===== src/rtl/uart_rx_param.sv =====
`default_nettype none
// ============================================================================
// Module   : uart_rx_param
// Purpose  : Parametrised UART receiver with 3-sample majority voting,
//            configurable width/bit order/parity/stop bits, framing, parity
//            and overrun detection, and a valid/ready output handshake.
// Ports    : clk        - system clock, rising edge
//            reset      - asynchronous active-high reset
//            uart_rx    - serial line, idle high, asynchronous to clk
//            rx_data    - received payload, stable while rx_valid=1
//            rx_valid   - payload available, held until accepted
//            rx_ready   - consumer accepts on rx_valid & rx_ready
//            frame_err  - delivered frame had a 0 stop bit (qualified by rx_valid)
//            parity_err - delivered frame had a parity mismatch (qualified by rx_valid)
//            overrun    - sticky: a completed frame was dropped while rx_valid=1
//            busy       - receiver is not idle
// Revision : 1.0 - initial release
// ============================================================================
module uart_rx_param #(
    parameter int CLKS_PER_BIT = 8,
    parameter int DATA_BITS    = 8,
    parameter int MSB_FIRST    = 1,
    parameter int PARITY       = 0,
    parameter int STOP_BITS    = 1,
    parameter int SYNC_STAGES  = 2
) (
    input  logic                 clk,
    input  logic                 reset,
    input  logic                 uart_rx,
    output logic [DATA_BITS-1:0] rx_data,
    output logic                 rx_valid,
    input  logic                 rx_ready,
    output logic                 frame_err,
    output logic                 parity_err,
    output logic                 overrun,
    output logic                 busy
);

    localparam int c_CW = $clog2(CLKS_PER_BIT);
    localparam int c_BW = $clog2(DATA_BITS);
    localparam int c_M  = CLKS_PER_BIT / 2;

    localparam logic [c_CW-1:0] c_CNT_LAST  = c_CW'(CLKS_PER_BIT - 1);
    localparam logic [c_CW-1:0] c_SMP0      = c_CW'(c_M - 1);
    localparam logic [c_CW-1:0] c_SMP1      = c_CW'(c_M);
    localparam logic [c_CW-1:0] c_DECIDE    = c_CW'(c_M + 1);
    localparam logic [c_BW-1:0] c_BIT_LAST  = c_BW'(DATA_BITS - 1);
    localparam logic            c_STOP_LAST = 1'(STOP_BITS - 1);

    localparam logic [2:0] c_IDLE  = 3'd0;
    localparam logic [2:0] c_START = 3'd1;
    localparam logic [2:0] c_DATA  = 3'd2;
    localparam logic [2:0] c_PAR   = 3'd3;
    localparam logic [2:0] c_STOP  = 3'd4;
    localparam logic [2:0] c_BRK   = 3'd5;

    logic [SYNC_STAGES-1:0] r_sync;
    logic                   r_rxs_prev;
    logic [2:0]             r_state;
    logic [c_CW-1:0]        r_cnt;
    logic [c_BW-1:0]        r_bit_idx;
    logic                   r_stop_idx;
    logic                   r_s0;
    logic                   r_s1;
    logic [DATA_BITS-1:0]   r_shift;
    logic                   r_ferr;
    logic                   r_perr;

    logic                   w_rxs;
    logic                   w_vote;
    logic                   w_decide;
    logic [DATA_BITS-1:0]   w_shift_next;
    logic                   w_par_xor;
    logic                   w_par_bad;
    logic                   w_done;
    logic                   w_frame_err;
    logic                   w_accept;

    // Synchroniser resets to all ones so reset never looks like a start edge.
    always_ff @(posedge clk or posedge reset) begin
        if (reset) begin
            r_sync <= '1;
        end else begin
            r_sync <= {r_sync[SYNC_STAGES-2:0], uart_rx};
        end
    end

    assign w_rxs    = r_sync[SYNC_STAGES-1];
    // Two samples are stored; the third is the live value at the decision count.
    assign w_vote   = (r_s0 & r_s1) | (r_s0 & w_rxs) | (r_s1 & w_rxs);
    assign w_decide = (r_cnt == c_DECIDE);

    generate
        if (MSB_FIRST != 0) begin : g_msb_first
            assign w_shift_next = {r_shift[DATA_BITS-2:0], w_vote};
        end else begin : g_lsb_first
            assign w_shift_next = {w_vote, r_shift[DATA_BITS-1:1]};
        end
    endgenerate

    // r_shift already holds the complete payload when the parity bit is voted.
    assign w_par_xor   = (^r_shift) ^ w_vote;
    assign w_par_bad   = (PARITY == 2) ? ~w_par_xor : w_par_xor;
    assign w_done      = (r_state == c_STOP) && w_decide && (r_stop_idx == c_STOP_LAST);
    assign w_frame_err = r_ferr | ~w_vote;
    assign w_accept    = rx_valid & rx_ready;
    assign busy        = (r_state != c_IDLE);

    always_ff @(posedge clk or posedge reset) begin
        if (reset) begin
            r_state    <= c_IDLE;
            r_rxs_prev <= 1'b1;
            r_cnt      <= '0;
            r_bit_idx  <= '0;
            r_stop_idx <= 1'b0;
            r_s0       <= 1'b1;
            r_s1       <= 1'b1;
            r_shift    <= '0;
            r_ferr     <= 1'b0;
            r_perr     <= 1'b0;
        end else begin
            r_rxs_prev <= w_rxs;

            // Counter idles at zero so the first START cycle is count 0.
            if (r_state == c_IDLE || r_state == c_BRK || r_cnt == c_CNT_LAST) begin
                r_cnt <= '0;
            end else begin
                r_cnt <= r_cnt + c_CW'(1);
            end

            if (r_cnt == c_SMP0) begin
                r_s0 <= w_rxs;
            end
            if (r_cnt == c_SMP1) begin
                r_s1 <= w_rxs;
            end

            case (r_state)
                c_IDLE: begin
                    if (r_rxs_prev && !w_rxs) begin
                        r_state    <= c_START;
                        r_bit_idx  <= '0;
                        r_stop_idx <= 1'b0;
                        r_ferr     <= 1'b0;
                        r_perr     <= 1'b0;
                    end
                end
                c_START: begin
                    if (w_decide) begin
                        r_state <= w_vote ? c_IDLE : c_DATA;
                    end
                end
                c_DATA: begin
                    if (w_decide) begin
                        r_shift <= w_shift_next;
                        if (r_bit_idx == c_BIT_LAST) begin
                            r_bit_idx <= '0;
                            r_state   <= (PARITY != 0) ? c_PAR : c_STOP;
                        end else begin
                            r_bit_idx <= r_bit_idx + c_BW'(1);
                        end
                    end
                end
                c_PAR: begin
                    if (w_decide) begin
                        r_perr  <= w_par_bad;
                        r_state <= c_STOP;
                    end
                end
                c_STOP: begin
                    if (w_decide) begin
                        if (!w_vote) begin
                            r_ferr <= 1'b1;
                        end
                        if (r_stop_idx == c_STOP_LAST) begin
                            // A line still low here is a break; wait for it to end.
                            r_state <= w_rxs ? c_IDLE : c_BRK;
                        end else begin
                            r_stop_idx <= r_stop_idx + 1'b1;
                        end
                    end
                end
                c_BRK: begin
                    if (w_rxs) begin
                        r_state <= c_IDLE;
                    end
                end
                default: begin
                    r_state <= c_IDLE;
                end
            endcase
        end
    end

    // Output register: a finished frame is loaded if the holding slot is free
    // or is being emptied in this same cycle; otherwise it is dropped.
    always_ff @(posedge clk or posedge reset) begin
        if (reset) begin
            rx_data    <= '0;
            rx_valid   <= 1'b0;
            frame_err  <= 1'b0;
            parity_err <= 1'b0;
            overrun    <= 1'b0;
        end else begin
            if (w_done && (!rx_valid || rx_ready)) begin
                rx_data    <= r_shift;
                frame_err  <= w_frame_err;
                parity_err <= r_perr;
                rx_valid   <= 1'b1;
            end else if (w_accept) begin
                rx_valid <= 1'b0;
            end

            if (w_accept) begin
                overrun <= 1'b0;
            end else if (w_done && rx_valid) begin
                overrun <= 1'b1;
            end
        end
    end

endmodule
`default_nettype wire

===== config.mk =====
export PLATFORM = sky130hd
export DESIGN_NAME = uart_rx_param
export DESIGN_NICKNAME = d
export VERILOG_FILES = /design/src/rtl/uart_rx_param.sv
export SDC_FILE = /design/constraint.sdc
export NUM_CORES = 1
export LEC_CHECK = 0
export ABC_AREA = 1
export BUFFER_PORTS_ARGS = -buffer_cell sky130_fd_sc_hd__buf_2
export CAP_MARGIN = 20
export CELL_PAD_IN_SITES_DETAIL_PLACEMENT = 0
export CELL_PAD_IN_SITES_GLOBAL_PLACEMENT = 1
export CORE_ASPECT_RATIO = 2
export CORE_MARGIN = 1.5
export CORE_UTILIZATION = 47
export CTS_CLUSTER_SIZE = 25
export DETAILED_ROUTE_END_ITERATION = 10
export PLACE_DENSITY_LB_ADDON = 0.1
export SYNTH_ARGS = -nofsm -noshare
export SYNTH_HDL_FRONTEND = slang
export SYNTH_SLANG_ARGS = --single-unit

===== constraint.sdc =====
create_clock -name clk -period 3.8 [get_ports clk]
set_clock_uncertainty 0.1 [all_clocks]
set_input_delay 0.38 -clock clk [delete_from_list [all_inputs] [get_ports clk]]
set_output_delay 0.38 -clock clk [all_outputs]
set_load 0.02 [all_outputs]

==> flow_summary.yaml <==
run_status:
  run_status: "complete, no violations"
clock_network:
  post_cts_resized: 0
  clk_root_buffer_cell: "sky130_fd_sc_hd__clkbuf_8"
  cts_tree: "done"
  cts_hold_buf: 0
  cts.sinks: 36
  worst_setup_hold_path_clk_slew_ns: 0.07
  cts_inserted_buffers: 5
  max-clock-path-buffers: 2
  htree_num_levels: 2
  cts_setup_buffers: 0
  worst_skew_pair_latency_ns: 0.28
synthesis:
  yosysUniqueCellTypes: 27
  synthesis.instances: 215
  synthesis.area_um2: 1840
  synth_fp_nets: 226
  ys_seq_area_frac: 0.494
  ys_ff_latch: 36
  synthesis.yosys.warnings: 0
  syn_avg_cell_area_um2: 8.54
power_and_ir_drop:
  power.static_leakage_nw: 1.09
  power.density_nw_per_um2: 586
  ir_drop_v: 0.000472
final_layout:
  antennaDiodeCount: 0
  final.fill_count: 364
  layout-drive-gt1-share: 0.226
  layoutNonFillerInstCount: 285
  most-common-layout-cells: "sky130_fd_sc_hd__nand2_1 (63), sky130_fd_sc_hd__dfrtp_1 (31), sky130_fd_sc_hd__inv_1 (27)"
  layout.cells.most_common: "sky130_fd_sc_hd__nand2_1"
  design.final.nets: 244
  synthToLayoutAreaGrowth_pct: 11.8
critical_path:
  critPathRequiredTime_ns: 3.32
  crit_path_max_fanout: 5
  worstSetupEndpointType: "output port"
  critPathArrivalTime_ns: 1.42
  nature_of_the_critical_path_startpoint: "register"
  path_class: "register to output port"
worst_hold_path:
  hold_path_class: "input pin to async pin"
die:
  chipWidth_um: 47.2
  core_um2: 3800
  std_cell_rows: 32
  io_pins: 17
  floorplan.initialDensity: 0.483
  die-height_um: 91.4
  floorplan.die_area_um2: 4310
route:
  wl_met2_um: 1970
  detailedRoute.firstIterationViolations: 15
  wirelength_um: 3400
  route.top_layer_used: "met4"
  met3WireLength_um: 61
  antenna_left: 0
  vias_per_cell: 4.82
  drt-met1-wl_um: 1280
  detailedRoute.firstPassIterationCount: 4
  drc: 0
  routed-via-count: 1373
  drt-wirelength-per-cell_um: 11.9
sta:
  totalNegativeSetupSlack_ns: 0
  finalCriticalPeriod_ns: 1.90
  timing.final.max_slew_violations: 0
  slew_headroom: 0.701
  hold_violations: 0
  final_min_period_over_clock_period: 0.499
  clock.fmax_mhz: 527
  grt_setup_unrepaired: "no"
  max_slew.worst_pin.slew_ns: 0.448
  setup-violations-final: 0
global_route:
  grt_pass1_vias: 1356
  grt_start_max_net_pins: 37
  grt_use_total: 0.177
  initial_antenna_violation_count: 0
  globalRouteOverflowTotal: 0
  global_route_wire_length_before_repair_um: 5520
place:
  dp.cells: 277
  gp_routability_congestion: 0.719
  io_buffer_count: 16
  hpwl_um: 2620
run:
  max-cap-violations: 0
-- through the flow --
stage	utilization	setup slack (ns)	area [µm²]	hold slack, ns	total power [mW]
floorplan	-	2.32	1840	0.245	0.792
global placement	0.511	2.18	1940	0.248	0.870
detailed placement	0.511	2.13	1940	0.248	0.888
CTS	0.539	1.89	2050	0.0767	1.22
global route	0.539	1.81	2050	0.0739	1.29
finish	0.539	1.90	2050	0.0850	1.20
-- final cells by class --
cell class / count / area, µm² / area share
inverter: 31 / 116 / 0.0567
tap: 51 / 63.8 / 0.0311
sequential: 36 / 907 / 0.442
clock buffer: 6 / 72.6 / 0.0354
clock inverter: 2 / 35.0 / 0.0171
multi-input combinational: 142 / 769 / 0.375
timing repair buffer: 17 / 87.6 / 0.0427
-- registers in the layout, summed over array words and instances (netlist names), 2 cells and up --
register,count
r_bit_idx,3
rx_data,8
r_shift,8
r_state,3
r_sync,2
r_cnt,3
-- report_power, final --
part           total [mW]  internal (mW)  leakage (nW)  switching (mW)
registers           0.511          0.452         0.479          0.0591
clock network       0.325          0.195        0.0552           0.130
logic               0.366          0.124         0.555           0.242
total                1.20          0.770          1.09           0.431
-- path summary, 6_finish.rpt --
kind,start,end,slack [ns],cells past startpoint
setup / recovery,r_state[0],busy,1.90,5
hold / removal,reset,r_state[1],0.09,3
setup reg to reg,r_cnt[1],parity_err,2.12,8
hold reg to reg,r_sync[0],r_sync[1],0.26,0
max in group asynchronous,reset,r_s0,3.16,3
min in group clk,uart_rx,r_sync[0],0.09,1
-- logic make-up (layout without fill, tap and decap cells) --
group	Yosys count	count (layout)	share of synthesized area
and+or+nand+nor	97	97	0.228
buffers and inverters	37	56	0.0866
DFF	36	36	0.494
AOI/OAI and AO/OA	32	32	0.112
adders and majority gates	7	7	0.0477
xor gates and xnor gates	5	5	0.0239
muxes	1	1	0.00818
-- worst max-delay path: stages, from the launching register on --
cell                      delay, ns
sky130_fd_sc_hd__dfrtp_1       0.43
sky130_fd_sc_hd__nor2_2        0.19
sky130_fd_sc_hd__inv_2         0.07
sky130_fd_sc_hd__nor2_2        0.21
sky130_fd_sc_hd__inv_1         0.07
sky130_fd_sc_hd__buf_2         0.16
-- cells in the mapped netlist, drive strengths merged --
master  count  area (µm²)
clkbuf      1        5.00
o31ai       1        7.51
nor3        1        5.00
xor2        2        17.5
o21ai      23         149
nor4        1        6.26
buf         5        37.5
inv        31         116
ha          7        87.6
nand2      67         267
xnor2       3        26.3
a21oi       6        30.0
o211ai      1        12.5
nor2       16        75.1
nand3      12        65.1
dfrtp      31         776
a31oi       1        6.26
mux2        1        15.0
dfstp       5         131
-- layer usage --
metal	vias to the layer above	GRT usage
met4	0	0.0880
li1	702	-
met1	648	0.167
met2	16	0.326
met3	7	0.0298
met5	-	0
Note: power is estimated with default switching activity, not from simulation.
